<file path="src/rtl/fifo_resp_pkg.sv">
// Shared constants and helpers for the fifo_responder slice.
// Optional stall injection is enabled by defining FIFO_RESP_STALL_EN.
package fifo_resp_pkg;

    // Fibonacci LFSR feedback taps 16,14,13,11 (bit positions 15,13,12,10).
    localparam logic [15:0] LFSR_TAPS         = 16'hB400;
    localparam logic [15:0] LFSR_DEFAULT_SEED = 16'hACE1;

    // Pointer width: index bits plus one wrap bit.
    function automatic int unsigned ptr_width(input int unsigned depth);
        return $clog2(depth) + 1;
    endfunction

endpackage

</file>
<file path="src/rtl/fifo_resp_lfsr.sv">
// 16-bit Fibonacci LFSR used as the stall source of fifo_responder.
// Only instantiated when FIFO_RESP_STALL_EN is defined.
module fifo_resp_lfsr
    import fifo_resp_pkg::*;
#(
    parameter logic [15:0] SEED = LFSR_DEFAULT_SEED
) (
    input  logic        clk,
    input  logic        rst,
    input  logic        en,
    output logic [15:0] out
);

    logic [15:0] lfsr_q;
    logic [15:0] lfsr_d;

    // Shift left, feeding back the XOR of the tapped bits.
    always_comb begin
        lfsr_d = lfsr_q;
        if (en) begin
            lfsr_d = {lfsr_q[14:0], ^(lfsr_q & LFSR_TAPS)};
        end
    end

    // State register, reloaded with the seed on reset.
    always_ff @(posedge clk) begin
        if (rst) begin
            lfsr_q <= SEED;
        end else begin
            lfsr_q <= lfsr_d;
        end
    end

    assign out = lfsr_q;

endmodule

</file>
<file path="src/rtl/fifo_responder.sv">
// Responding end of the push/pop FIFO protocol: flop-array FIFO with
// first-word-fall-through read data, occupancy and sticky error flags.
// Defining FIFO_RESP_STALL_EN adds LFSR-driven random stalls that mask
// both directions for a cycle.
module fifo_responder
    import fifo_resp_pkg::*;
#(
    parameter type         dtype      = logic [7:0],
    parameter int unsigned DEPTH      = 8,
    parameter int unsigned STALL_RATE = 4,
    parameter logic [15:0] LFSR_SEED  = LFSR_DEFAULT_SEED
) (
    input  logic                          clk,
    input  logic                          rst,
    input  logic                          flush,
    input  logic                          push,
    input  dtype                          wdata,
    output logic                          full,
    input  logic                          pop,
    output dtype                          rdata,
    output logic                          empty,
    output logic [ptr_width(DEPTH)-1:0]   usage,
    output logic                          overflow,
    output logic                          underflow
);

    localparam int unsigned PW = ptr_width(DEPTH);
    localparam int unsigned AW = PW - 1;

    typedef logic [PW-1:0] ptr_t;

    localparam ptr_t DEPTH_P = ptr_t'(DEPTH);

    dtype mem_q [DEPTH];
    ptr_t wr_ptr_q, wr_ptr_d;
    ptr_t rd_ptr_q, rd_ptr_d;
    logic ovf_q, ovf_d;
    logic unf_q, unf_d;
    logic stall;

    logic full_int;
    logic empty_int;
    logic push_ok;
    logic pop_ok;
    ptr_t level;

`ifdef FIFO_RESP_STALL_EN
    localparam logic [4:0] STALL_THR = 5'(STALL_RATE);

    logic [15:0] lfsr;
    logic        stall_q;
    logic        unused_lfsr_hi;

    fifo_resp_lfsr #(
        .SEED (LFSR_SEED)
    ) u_lfsr (
        .clk (clk),
        .rst (rst),
        .en  (1'b1),
        .out (lfsr)
    );

    assign unused_lfsr_hi = ^lfsr[15:4];

    // Registered stall decision from the low LFSR nibble.
    always_ff @(posedge clk) begin
        if (rst) begin
            stall_q <= 1'b0;
        end else begin
            stall_q <= ({1'b0, lfsr[3:0]} < STALL_THR);
        end
    end

    assign stall = stall_q;
`else
    logic unused_stall_cfg;

    assign unused_stall_cfg = ^{LFSR_SEED, 5'(STALL_RATE)};
    assign stall            = 1'b0;
`endif

    assign level     = wr_ptr_q - rd_ptr_q;
    assign full_int  = (level == DEPTH_P);
    assign empty_int = (level == '0);

    assign full      = full_int | stall;
    assign empty     = empty_int | stall;
    assign usage     = level;
    assign overflow  = ovf_q;
    assign underflow = unf_q;
    assign rdata     = empty_int ? dtype'('0) : mem_q[rd_ptr_q[AW-1:0]];

    assign push_ok = push & ~full;
    assign pop_ok  = pop & ~empty;

    // Next pointers and sticky flags; flush discards any same-cycle request.
    always_comb begin
        wr_ptr_d = wr_ptr_q;
        rd_ptr_d = rd_ptr_q;
        ovf_d    = ovf_q;
        unf_d    = unf_q;
        if (flush) begin
            wr_ptr_d = '0;
            rd_ptr_d = '0;
            ovf_d    = 1'b0;
            unf_d    = 1'b0;
        end else begin
            if (push_ok) begin
                wr_ptr_d = wr_ptr_q + ptr_t'(1);
            end
            if (pop_ok) begin
                rd_ptr_d = rd_ptr_q + ptr_t'(1);
            end
            // Flags track the real occupancy, so stall-only rejections never set them.
            if (push && full_int) begin
                ovf_d = 1'b1;
            end
            if (pop && empty_int) begin
                unf_d = 1'b1;
            end
        end
    end

    // Pointer and flag registers.
    always_ff @(posedge clk) begin
        if (rst) begin
            wr_ptr_q <= '0;
            rd_ptr_q <= '0;
            ovf_q    <= 1'b0;
            unf_q    <= 1'b0;
        end else begin
            wr_ptr_q <= wr_ptr_d;
            rd_ptr_q <= rd_ptr_d;
            ovf_q    <= ovf_d;
            unf_q    <= unf_d;
        end
    end

    // Storage write on an accepted push; contents are never cleared.
    always_ff @(posedge clk) begin
        if (push_ok && !flush && !rst) begin
            mem_q[wr_ptr_q[AW-1:0]] <= wdata;
        end
    end

endmodule
</file>
<file path="config.mk">
export PLATFORM = sky130hd
export DESIGN_NAME = fifo_responder
export DESIGN_NICKNAME = d
export VERILOG_FILES = /design/src/rtl/fifo_resp_pkg.sv /design/src/rtl/fifo_resp_lfsr.sv /design/src/rtl/fifo_responder.sv
export SDC_FILE = /design/constraint.sdc
export NUM_CORES = 1
export LEC_CHECK = 0
export CAP_MARGIN = 20
export CORE_MARGIN = 5
export CORE_UTILIZATION = 60
export DETAILED_ROUTE_END_ITERATION = 7
export GPL_TIMING_DRIVEN = 0
export PLACE_DENSITY = 0.94
export SETUP_SLACK_MARGIN = 0.02
export SYNTH_ARGS = -nofsm -noshare
export SYNTH_HDL_FRONTEND = slang
export SYNTH_HIERARCHICAL = 1
export SYNTH_SLANG_ARGS = --single-unit
</file>
<file path="constraint.sdc">
create_clock -name clk -period 8.2 [get_ports clk]
set_clock_uncertainty 0.05 [all_clocks]
set_input_delay 2.05 -clock clk [delete_from_list [all_inputs] [get_ports clk]]
set_output_delay 2.05 -clock clk [all_outputs]
set_load 0.03 [all_outputs]
</file>
After elaboration in Yosys (flattened, before gate mapping) --
Memories as Yosys holds them, arrays and structs flattened. A register that Yosys moved wholly into a read port is not among the register bits. Cells that the tools add are included.
Operators by class: multiplexer cells 5, equal/unequal tests 1, bitwise logic cells 4, reduce and logical (&&, ||, !) cells 8, $add $sub $neg 3
Operator list (number):
- $add 4x1->4 const B | 2
- $mux 8 | 1
- $mux 3 | 2
- $eq 4x4->1 const B | 1
- $logic_and 1x1->1 | 4
- $logic_not 4->1 | 1
- $sub 4x4->4 | 1
- $and 1x1->1 | 2
- $logic_not 1->1 | 2
- $mux 1 | 2
- $not 1->1 | 2
- $reduce_or 2->1 | 1
Storage, ports and cells: output and inout bits 16, bits in writable memories 64, logic and storage cells 26, flip-flop bits (word level) 10, memories 1, input bits 13
Memories:
- mem_q | words 8, width 8, read ports 1, clocked after Yosys merged registers in 1, write ports 1, line fifo_responder.sv:34 | dtype mem_q [DEPTH];

Longest topological paths before layout --
depth after elaboration 8, depth in mapped cells 10, gate-level depth less buffers 10

Least setup slack after synthesis --
Ideal clock, no wire load.
path type register to output, start register wr_ptr_q[0], end output rdata[0] in the netlist's numbering, buffers on the path 1, arrival time 2539 ps, slack 3561 ps, required time 6100 ps, stages on the path, launching flop included 10, cell sequence dfxtp_1 inv_1 ha_1 inv_1 fa_1 xor2_1 or3_4 nor3_2 buf_4 nor2_1
RTL lines:
- from (decl) | line fifo_responder.sv:35 | ptr_t wr_ptr_q, wr_ptr_d;
- from (signal assigned) | line fifo_responder.sv:132 | wr_ptr_q <= wr_ptr_d;
- to (decl) | line fifo_responder.sv:20 | output dtype rdata,

Worst setup path in the final report --
start register wr_ptr_q[0], end output empty
Between the ends: cells in the longest elaborated chain, start to end 2
RTL lines:
- $sub 4x4->4 | line fifo_responder.sv:82 | assign level = wr_ptr_q - rd_ptr_q;
- $logic_not 4->1 | line fifo_responder.sv:84 | assign empty_int = (level == '0);
- to (decl) | line fifo_responder.sv:21 | output logic empty,
No other way between the ends.

==> results.sh <==
export IMPL_setup_viol=0
export IMPL_crit_type="register to output port"
export IMPL_status="finished clean"
export IMPL_multi_input_area_um2=991
export IMPL_cpMostUsedCell="inv_1"
export IMPL_powerDensity_nw_per_um2=215
export IMPL_synthAdderAreaFrac_pct=2.57
export IMPL_fp_row_count=26
export IMPL_slowest_delay_ps=690
export IMPL_tightest_slew_ps=902
export IMPL_port_buffers=28
export IMPL_min_path_type="register to register"
export IMPL_whs_ps=426
export IMPL_gp_congestion=0.789
export IMPL_synthesis_nets=209
export IMPL_dieArea_um2=6930
export IMPL_hold_start="overflow"
export IMPL_placed_cells=294
export IMPL_first_global_vias=1835
export IMPL_vias=1791
export IMPL_die_w_um=83.3
export IMPL_clk_latency_ps=350
export IMPL_dieHeight_um=83.3
export IMPL_grt_usage_pct=19.0
export IMPL_initial_core_util_pct=62.2
export IMPL_post_route_period_util_pct=66.0
export IMPL_netlist_area_um2=3220
export IMPL_grt_max_degree=14
export IMPL_hold_buffers=0
export IMPL_regArea_um2=2180
export IMPL_drt_iter0_markers=120
export IMPL_arrival_ps=3310
export IMPL_cp_start_kind="register"
export IMPL_numClockSinks=77
export IMPL_synth_cells=190
export IMPL_slowest_stage="clkdlybuf4s50_1"
export IMPL_num_antenna_cells=0
export IMPL_drtPass1Iterations=4
export IMPL_path_cells="inv_1 -> ha_1 -> inv_1 -> fa_1 -> or3_4 -> nor3_2 -> buf_4 -> clkdlybuf4s50_1"
export IMPL_synth_warnings=6
export IMPL_fin_setup_tns_ps=0
export IMPL_cp_end_kind="output port"
export IMPL_cts_tree="built"
export IMPL_power_mw=0.831
export IMPL_num_io_pins=29
export IMPL_clk_path_buf_depth=2
export IMPL_rsz0062_at_grt="no"
export IMPL_synth_commonest_cells="64 x edfxtp_1, 18 x nor2_1, 16 x mux4_2"
export IMPL_path_clk_slew_ps=80
export IMPL_grt_overflow_total=0
export IMPL_synthMuxAreaShare_pct=14.6
export IMPL_period_minus_slack_ps=5410
export IMPL_synth_avg_cell_area_um2=16.9
export IMPL_cp_max_fo=10
export IMPL_synth_compound_area_share_pct=3.54
export IMPL_fmax_mhz=185
export IMPL_p_leak_nw=1.26
export IMPL_area_growth_pct=20.2
export IMPL_crit_start="wr_ptr_q[0]"
export IMPL_drt_wl_total_mm=5.97
export IMPL_hpwl_mm=4.28
export IMPL_peakVddDrop_mv=0.166
export IMPL_yosysSeqAreaShare_pct=67.8
export IMPL_cts_resized_gates=0
export IMPL_synth_top_family_by_area="multiplexers"
export IMPL_synth_edff_count=64
export IMPL_numCtsBuffers=9
export IMPL_hold_viol=0
export IMPL_drv_slew=0
export IMPL_fin_nets=254
export IMPL_yosys_area_share_xor_xnor_pct=1.59
export IMPL_slew_headroom_pct=39.6
export IMPL_synth_cell_types=34
export IMPL_cts_root_buffer="clkbuf_8"
export IMPL_ys_seq_elements=77
export IMPL_yosysTopAreaCell="edfxtp_1"
export IMPL_routedWlPerCell_um=19.3
export IMPL_fillerInstances=307
export IMPL_core_um2=5170
export IMPL_async_flop_share_pct=0
export IMPL_antenna_found_initial=0
export IMPL_layout_drive_gt1_share_pct=23.8
export IMPL_synth_area_leaders="edfxtp_1 60%, mux4_2 11%, dfxtp_1 8.1%"
export IMPL_r2r_start="wr_ptr_q[0]"
export IMPL_cap_viol_max_count=0
export IMPL_netlist_area_leader_share_pct=59.7
export IMPL_grt_first_pass_wirelength_mm=9.85
export IMPL_final_cells=310
export IMPL_synth_simple_gate_area_share_pct=8.08
export IMPL_yosysMostFrequentCell="edfxtp_1"
export IMPL_cts_setup_buffers=0
export IMPL_drc_errors=0
export IMPL_via_per_inst=5.78
export IMPL_cts_max_level=3
export IMPL_crit_buf_inv=4
export IMPL_ant_nets=0
export IMPL_cp_required_ps=6100
export IMPL_cp_top_family="buffers and inverters"
export IMPL_synthFlopType="edfxtp_1"
==> routing by layer <==
layer | share of wire (%) | track usage [%] | vias to the layer above
met1 | 43 | 24.8 | 897
met2 | 50 | 29.7 | 59
met3 | 5.8 | 6.14 | 8
met5 | 0 | 0 | -
met4 | 1.1 | 7.58 | 0
li1 | - | - | 827
==> placed cells by master, fill, tap and decap left out, types with 2 or more instances in the layout <==
| master | instances |
|---|---|
| clkdlybuf4s50_1 | 28 |
| nand4_1 | 2 |
| edfxtp_1 | 64 |
| or3_1 | 3 |
| mux2i_1 | 11 |
| clkbuf_8 | 10 |
| buf_1 | 3 |
| bufinv_16 | 2 |
| inv_1 | 6 |
| mux4_2 | 16 |
| buf_4 | 8 |
| nand2_1 | 5 |
| clkinv_2 | 2 |
| nor2_1 | 18 |
| nor4_2 | 2 |
| xor2_1 | 4 |
| ha_1 | 5 |
| a21oi_1 | 6 |
| buf_2 | 2 |
| or2_2 | 3 |
| nor3_1 | 7 |
| nand3_1 | 3 |
| dfxtp_1 | 13 |
==> sequential cells by signal (all words and copies together), names as in the netlist, named ones only <==
register and cells:
rd_ptr_q 4, overflow 1, underflow 1, mem_q 64, wr_ptr_q 4
==> final timing paths <==
kind / slack [ps] / depth (start not counted) / end
worst max register to register: 5080 / 10 / mem_q[6][0]
worst min-delay path: 430 / 2 / overflow
worst min register to register: 430 / 2 / overflow
worst max-delay path: 2790 / 8 / empty
==> area by class of cell <==
class / instances / area share, %
clock buffers: 10 / 3.56
repair buffers: 34 / 8.41
plain buffers: 7 / 0.938
multi-input cells: 100 / 25.6
inverters: 6 / 0.582
well taps: 70 / 2.26
flip-flops and latches: 77 / 56.4
clock inverters: 6 / 2.23
==> worst min-delay path, delay by kind of cell, from the launching register on <==
family,cells,cell delay (ps)
flip-flops,1,340
AO/OA/AOI/OAI,1,40
AND/OR/NAND/NOR,1,70
==> stage by stage <==
stage	area, µm²	setup slack, ps	util [%]
after floorplan	3220	3560	-
final	3870	2790	74.8
after CTS	3870	2770	74.8
after detailed placement	3640	3180	70.5
after global routing	3870	2610	74.8
after global placement	3590	3280	69.4
==> where the power goes <==
| group | total, mW | internal (mW) | leakage [nW] | switching, mW |
|---|---|---|---|---|
| logic | 0.0906 | 0.0387 | 0.465 | 0.0519 |
| clock network | 0.312 | 0.179 | 0.112 | 0.133 |
| registers | 0.428 | 0.426 | 0.682 | 0.00230 |
==> cells by family (layout without fill, tap and decap cells) <==
kind of cell	after synthesis	after routing
mux	27	27
xor+xnor	5	5
flops	77	77
simple gates	49	49
buf+inv	13	63
fa+ha+maj	6	6
compound gates	13	13
(Power assumes the default switching activity.)
